===== config.mk =====
export PLATFORM = sky130hd
export DESIGN_NAME = demux_1_to_n
export DESIGN_NICKNAME = d
export VERILOG_FILES = /design/src/rtl/demux_pkg.sv /design/src/rtl/demux_1_to_n_onehot_decoder.sv /design/src/rtl/demux_1_to_n.sv
export SDC_FILE = /design/constraint.sdc
export NUM_CORES = 1
export LEC_CHECK = 0
export CAP_MARGIN = 40
export CELL_PAD_IN_SITES_DETAIL_PLACEMENT = 2
export CELL_PAD_IN_SITES_GLOBAL_PLACEMENT = 2
export CORE_AREA = 4 4 55 44
export DETAILED_ROUTE_END_ITERATION = 16
export DIE_AREA = 0 0 59 48
export PLACE_DENSITY_LB_ADDON = 0.1
export SETUP_SLACK_MARGIN = 0.15
export SLEW_MARGIN = 25
export SYNTH_ARGS = -nofsm -noshare
export SYNTH_HDL_FRONTEND = slang
export SYNTH_SLANG_ARGS = --single-unit

===== constraint.sdc =====
create_clock -name clk -period 0.8 [get_ports clk]
set_input_delay 0.16 -clock clk [delete_from_list [all_inputs] [get_ports clk]]
set_output_delay 0.16 -clock clk [all_outputs]
set_load 0.02 [all_outputs]

===== src/rtl/demux_pkg.sv =====
// Shared constants and helpers for the demux_1_to_n family.
package demux_pkg;

   localparam int unsigned DEMUX_MAX_N = 8;

   function automatic int unsigned out_width(input int unsigned n);
      return 2 ** n;
   endfunction

endpackage


===== src/rtl/demux_1_to_n_onehot_decoder.sv =====
// Select index to one-hot vector, gated by an enable.
module onehot_decoder
   import demux_pkg::*;
#(
   parameter int unsigned N = 3
) (
   input  logic [N-1:0]               s,
   input  logic                       en,
   output logic [out_width(N)-1:0]    y
);

   localparam int unsigned W = out_width(N);

   for (genvar i = 0; i < W; i++) begin : g_line
      assign y[i] = en & (s == N'(i));
   end

endmodule


===== src/rtl/demux_1_to_n.sv =====
// 1-to-2^N one-bit demultiplexer with a combinational output and a registered copy.
module demux_1_to_n
   import demux_pkg::*;
#(
   parameter int unsigned N = 3
) (
   input  logic                       clk,
   input  logic                       rst_n,
   input  logic                       f,
   input  logic                       en,
   input  logic [N-1:0]               s,
   output logic [out_width(N)-1:0]    y,
   output logic [out_width(N)-1:0]    y_q
);

   if (N < 1 || N > DEMUX_MAX_N) begin : g_bad_n
      $error("demux_1_to_n: N=%0d outside 1..%0d", N, DEMUX_MAX_N);
   end

   onehot_decoder #(
      .N (N)
   ) u_dec (
      .s  (s),
      .en (en & f),
      .y  (y)
   );

   always_ff @(posedge clk or negedge rst_n) begin
      if (!rst_n) begin
         y_q <= '0;
      end else begin
         y_q <= y;
      end
   end

endmodule


==> results of run 1 <==
[logic make-up (layout without fill, tap and decap cells)]
family / Yosys count / count (layout) / share of synthesized area, %
buffers and inverters: 0 / 40 / 0
AND/OR/NAND/NOR: 13 / 13 / 30.7
flip-flops: 8 / 8 / 69.3
[placed cells by master (no fill, tap or decap)]
master,instances
nor2_2,1
clkbuf_4,3
buf_8,5
clkdlybuf4s50_1,1
nand3_4,1
buf_12,1
nor2_4,5
nand3b_4,1
nand2b_4,2
buf_6,19
dfrtp_1,8
nor3_4,2
nand2_4,1
buf_4,11
[power groups by stage]
stage / logic [mW] / registers [mW] / clock network, mW
final: 0.213 / 0.415 / 0.276
after global routing: 0.228 / 0.415 / 0.317
after CTS: 0.204 / 0.415 / 0.291
after detailed placement: 0.169 / 0.420 / 0
after global placement: 0.165 / 0.420 / 0
after floorplan: 0.0505 / 0.429 / 0
[per-stage QoR]
stage          power, mW  instance area [um^2]
2_1_floorplan      0.479                   354
3_3_place_gp       0.585                   664
3_5_place_dp       0.589                   664
4_1_cts            0.910                   787
5_1_grt            0.960                   826
6_report           0.905                   826
[worst max path at each step]
stage	to	cells after the start	slack [ns]
6_report	y[0]	4	-0.13
5_1_grt	y[0]	4	-0.17
4_1_cts	y[0]	4	-0.19
3_5_place_dp	y[1]	4	-1.11
3_3_place_gp	y[1]	4	-1.03
2_1_floorplan	y[2]	2	0.06
[Yosys cell counts]
library cell | n | area [um^2]
dfrtp_1 | 8 | 200
nor2_1 | 6 | 22.5
nand2b_1 | 2 | 12.5
nor3_2 | 2 | 20.0
nand2_1 | 1 | 3.75
nand3_2 | 1 | 10.0
nand3b_4 | 1 | 20.0
[area by class of cell]
| cell class | instances | area (um^2) |
|---|---|---|
| multi-input cells | 13 | 171 |
| repair buffers | 37 | 402 |
| clock buffers | 3 | 22.5 |
| well taps | 24 | 30.0 |
| fillers | 194 | 1100 |
| flip-flops and latches | 8 | 200 |
[routing by layer]
layer  vias to the layer above  track usage (%)  wire, um
met4                         0             4.07         0
met2                        11             17.2       609
met1                       144             8.15       304
met5                         -                0         0
met3                         0            0.270        69
li1                        147                -         -
[what timing repair did]
item,CTS,global route
pin swaps,6,6
setup endpoints to repair,24,17
setup buffers,5,2
resized for setup,132,6
==> flow_summary.json, run 1 <==
{
  "ir_drop_v": 0.000373,
  "rsz0062_at_grt": "yes",
  "grt_overflow_total": 0,
  "die_w_um": 59,
  "std_cell_rows": 14,
  "via_count": 302,
  "fin_util_pct": 42.9,
  "hp-class": "in2async",
  "drv_cap": 0,
  "layout_min_cycle_time_ns": 0.932,
  "antenna_left": 0,
  "ios": 23,
  "reg_top3": "y_q: 8 flops",
  "final.setup.tns_ns": -1.46,
  "tightest_slew_ns": 0.328,
  "stdcell_count": 85,
  "dp.cells": 75,
  "portBuffers": 22,
  "run_status": "finished with violations",
  "antenna_found_initial": 0,
  "synth.avg_cell_area_um2": 13.8,
  "die_h_um": 48,
  "relSlewSlack_pct": 78.1,
  "syn_to_final_growth_pct": 186,
  "critPathMaxFanout": 4,
  "grt_use_total_pct": 8.04,
  "wl_per_cell_um": 11.6,
  "clockPowerShare_pct": 30.5,
  "synth.yosys.seq_area_share_pct": 69.3,
  "cp.required_ns": 0.64,
  "p_seq_share_pct": 45.9,
  "crit_start": "s[0]",
  "crit_family": "simple AND/OR/NAND/NOR gates",
  "cts.sink_count": 8,
  "core_um2": 1930,
  "netSwitchingFraction_pct": 22.5,
  "synth_fp_nets": 28,
  "clkTransAtPathRegs_ns": 0.05,
  "gp_congestion": 0.656,
  "avgViaCountPerCell": 3.55,
  "drc": 0,
  "drv_slew": 0,
  "drive_gt1_share_pct": 85.2,
  "drt-initial-drc-count": 0,
  "start_util_pct": 15.0,
  "power_leakage_nw": 0.411,
  "violations": "setup timing",
  "dp_hpwl_um": 838,
  "tritoncts": "built",
  "setup_viol": 16,
  "endpoint_kind": "primary output",
  "htree_num_levels": 1,
  "largest-register": "y_q",
  "max_freq_mhz": 1070,
  "final_net_count": 70,
  "grt_first_pass_wirelength_um": 1670,
  "ys_ff_latch": 8,
  "diodes": 0,
  "cts_made_buffers": 3,
  "p_int_mw": 0.701,
  "path_cells": "buf_8 > nand3b_4 > nor3_4 > buf_6",
  "timing.hold.ws_ns": 0.187,
  "setup_slack_ns": -0.132,
  "grt_max_degree": 9,
  "cts.path.max_buffers": 2,
  "synthCells": 21,
  "synth_cell_types": 7,
  "start_kind": "primary input",
  "period_share_pct": 116,
  "synth_area_um2": 289,
  "critPathBufInv": 2,
  "max_stage_delay_ns": 0.20,
  "crit_type": "in2out",
  "p_per_area_nw_per_um2": 1100,
  "p_switching_mw": 0.204,
  "wirelength_um": 982,
  "drt_pass1_iterations": 1,
  "hold_buffers": 0,
  "cts_root_buf": "clkbuf_4",
  "grt_pass1_vias": 347,
  "worst_path_max_delay_cell": "nand3b_4",
  "combPwrFrac_pct": 23.6,
  "pre_cts_slack_ns": -1.11,
  "hold_viol_final": 0,
  "crit_arrival_ns": 0.77,
  "synth_warnings": 0,
  "dieArea_um2": 2830,
  "largest_reg_flops": 8
}
Power figures use the tool's default switching activity.
==> inputs of run 2 (changes only) <==
CTS_BUF_LIST = sky130_fd_sc_hd__clkbuf_8   (was default)
clock period = 0.85 ns   (was 0.8 ns; I/O delays follow)
==> run 2 against run 1 <==
The run still ends with setup timing left. Worst setup slack better by 0.035 ns. Clock power up 61%. Wire length down 2.4%. Non-clock buffer count decreased by 9. Core utilization down 5.7 points. Global-route usage grew 0.25 points.
==> flow_summary.json, run 2 (synthesis results as in run 1) <==
{
  "die_w_um": 59,
  "hold_viol_final": 0,
  "drive_gt1_share_pct": 80.8,
  "grt_max_degree": 9,
  "drt_pass1_iterations": 4,
  "antenna_found_initial": 0,
  "cts_made_buffers": 3,
  "cts.path.max_buffers": 2,
  "cts_root_buf": "clkbuf_8",
  "period_share_pct": 111,
  "hold_buffers": 0,
  "critPathMaxFanout": 4,
  "setup_viol": 16,
  "reg_top3": "y_q: 8 flops",
  "grt_first_pass_wirelength_um": 1580,
  "die_h_um": 48,
  "grt_pass1_vias": 337,
  "relSlewSlack_pct": 77.1,
  "tightest_slew_ns": 0.342,
  "max_freq_mhz": 1060,
  "drc": 0,
  "clkTransAtPathRegs_ns": 0.04,
  "rsz0062_at_grt": "yes",
  "antenna_left": 0,
  "start_util_pct": 15.0,
  "gp_congestion": 0.598,
  "worst_path_max_delay_cell": "nor3_4",
  "largest-register": "y_q",
  "core_um2": 1930,
  "start_kind": "primary input",
  "diodes": 0,
  "drt-initial-drc-count": 1,
  "tritoncts": "built",
  "power_leakage_nw": 0.348,
  "fin_util_pct": 37.1,
  "grt_use_total_pct": 8.29,
  "max_stage_delay_ns": 0.17,
  "hp-class": "in2async",
  "std_cell_rows": 14,
  "drv_slew": 0,
  "final.setup.tns_ns": -0.896,
  "via_count": 291,
  "cts.sink_count": 8,
  "crit_end": "y[1]",
  "crit_type": "in2out",
  "violations": "setup timing",
  "wirelength_um": 958,
  "p_per_area_nw_per_um2": 1390,
  "largest_reg_flops": 8,
  "portBuffers": 22,
  "run_status": "finished with violations",
  "final_cell_mix": "buf_6, dfrtp_1, buf_4",
  "final_net_count": 61,
  "avgViaCountPerCell": 3.83,
  "wl_per_cell_um": 12.6,
  "syn_to_final_growth_pct": 148,
  "dp_hpwl_um": 744,
  "dieArea_um2": 2830,
  "ir_drop_v": 0.000517,
  "drv_cap": 0,
  "setup_slack_ns": -0.0971,
  "crit_arrival_ns": 0.78,
  "htree_num_levels": 1,
  "grt_overflow_total": 0,
  "crit_start": "s[0]",
  "final_common_cell": "buf_6",
  "endpoint_kind": "primary output",
  "path_cells": "buf_8 > buf_4 > nand3_4 > nor3_4 > buf_6",
  "cp.required_ns": 0.68,
  "layout_min_cycle_time_ns": 0.947,
  "ios": 23
}
==> run 2: final cells by class <==
type | instances | area (um^2)
multi-input cells | 13 | 159
fillers | 213 | 1210
clock buffers | 3 | 41.3
repair buffers | 28 | 285
well taps | 24 | 30.0
flip-flops and latches | 8 | 200
==> run 2: through the flow <==
step	power [mW]	hold slack [ns]	setup slack [ns]	cells	area, um^2
floorplan	0.441	-0.126	0.0867	21	322
global placement	0.524	0.467	-1.03	69	587
detailed placement	0.528	0.465	-1.07	69	587
CTS	1.01	0.219	-0.155	75	693
global route	1.05	0.235	-0.149	76	716
finish	0.995	0.219	-0.0971	76	716
==> run 2: metal layers <==
metal | wire, um | up-vias | global-route usage [%]
met5 | 0 | - | 0
met1 | 321 | 142 | 8.36
met4 | 44 | 0 | 9.50
li1 | - | 131 | -
met2 | 518 | 14 | 13.9
met3 | 74 | 4 | 1.89
==> run 2: worst min-delay path by stage <==
stage	to	slack [ns]	cells past startpoint
final	y_q[6]	0.22	1
after global routing	y_q[3]	0.23	3
after CTS	y_q[3]	0.22	3
after detailed placement	y_q[6]	0.46	1
after global placement	y_q[6]	0.47	1
after floorplan	y_q[0]	-0.13	0
==> run 2: power by group <==
| group | internal [mW] | total, mW | leakage [nW] | switching, mW |
|---|---|---|---|---|
| logic | 0.0792 | 0.160 | 0.215 | 0.0811 |
| registers | 0.389 | 0.392 | 0.111 | 0.00293 |
| clock network | 0.306 | 0.443 | 0.0216 | 0.137 |
| total | 0.774 | 0.995 | 0.348 | 0.221 |
==> run 2: critical path, delay by kind of cell <==
| family | cells | cell delay (ns) |
|---|---|---|
| buffers and inverters | 3 | 0.31 |
| and+or+nand+nor | 2 | 0.30 |
==> run 2: timing repair <==
item,in CTS,in global routing
resized for setup,127,4
pin swaps,6,1
setup buffers,3,1
endpoints found under the setup margin,24,17
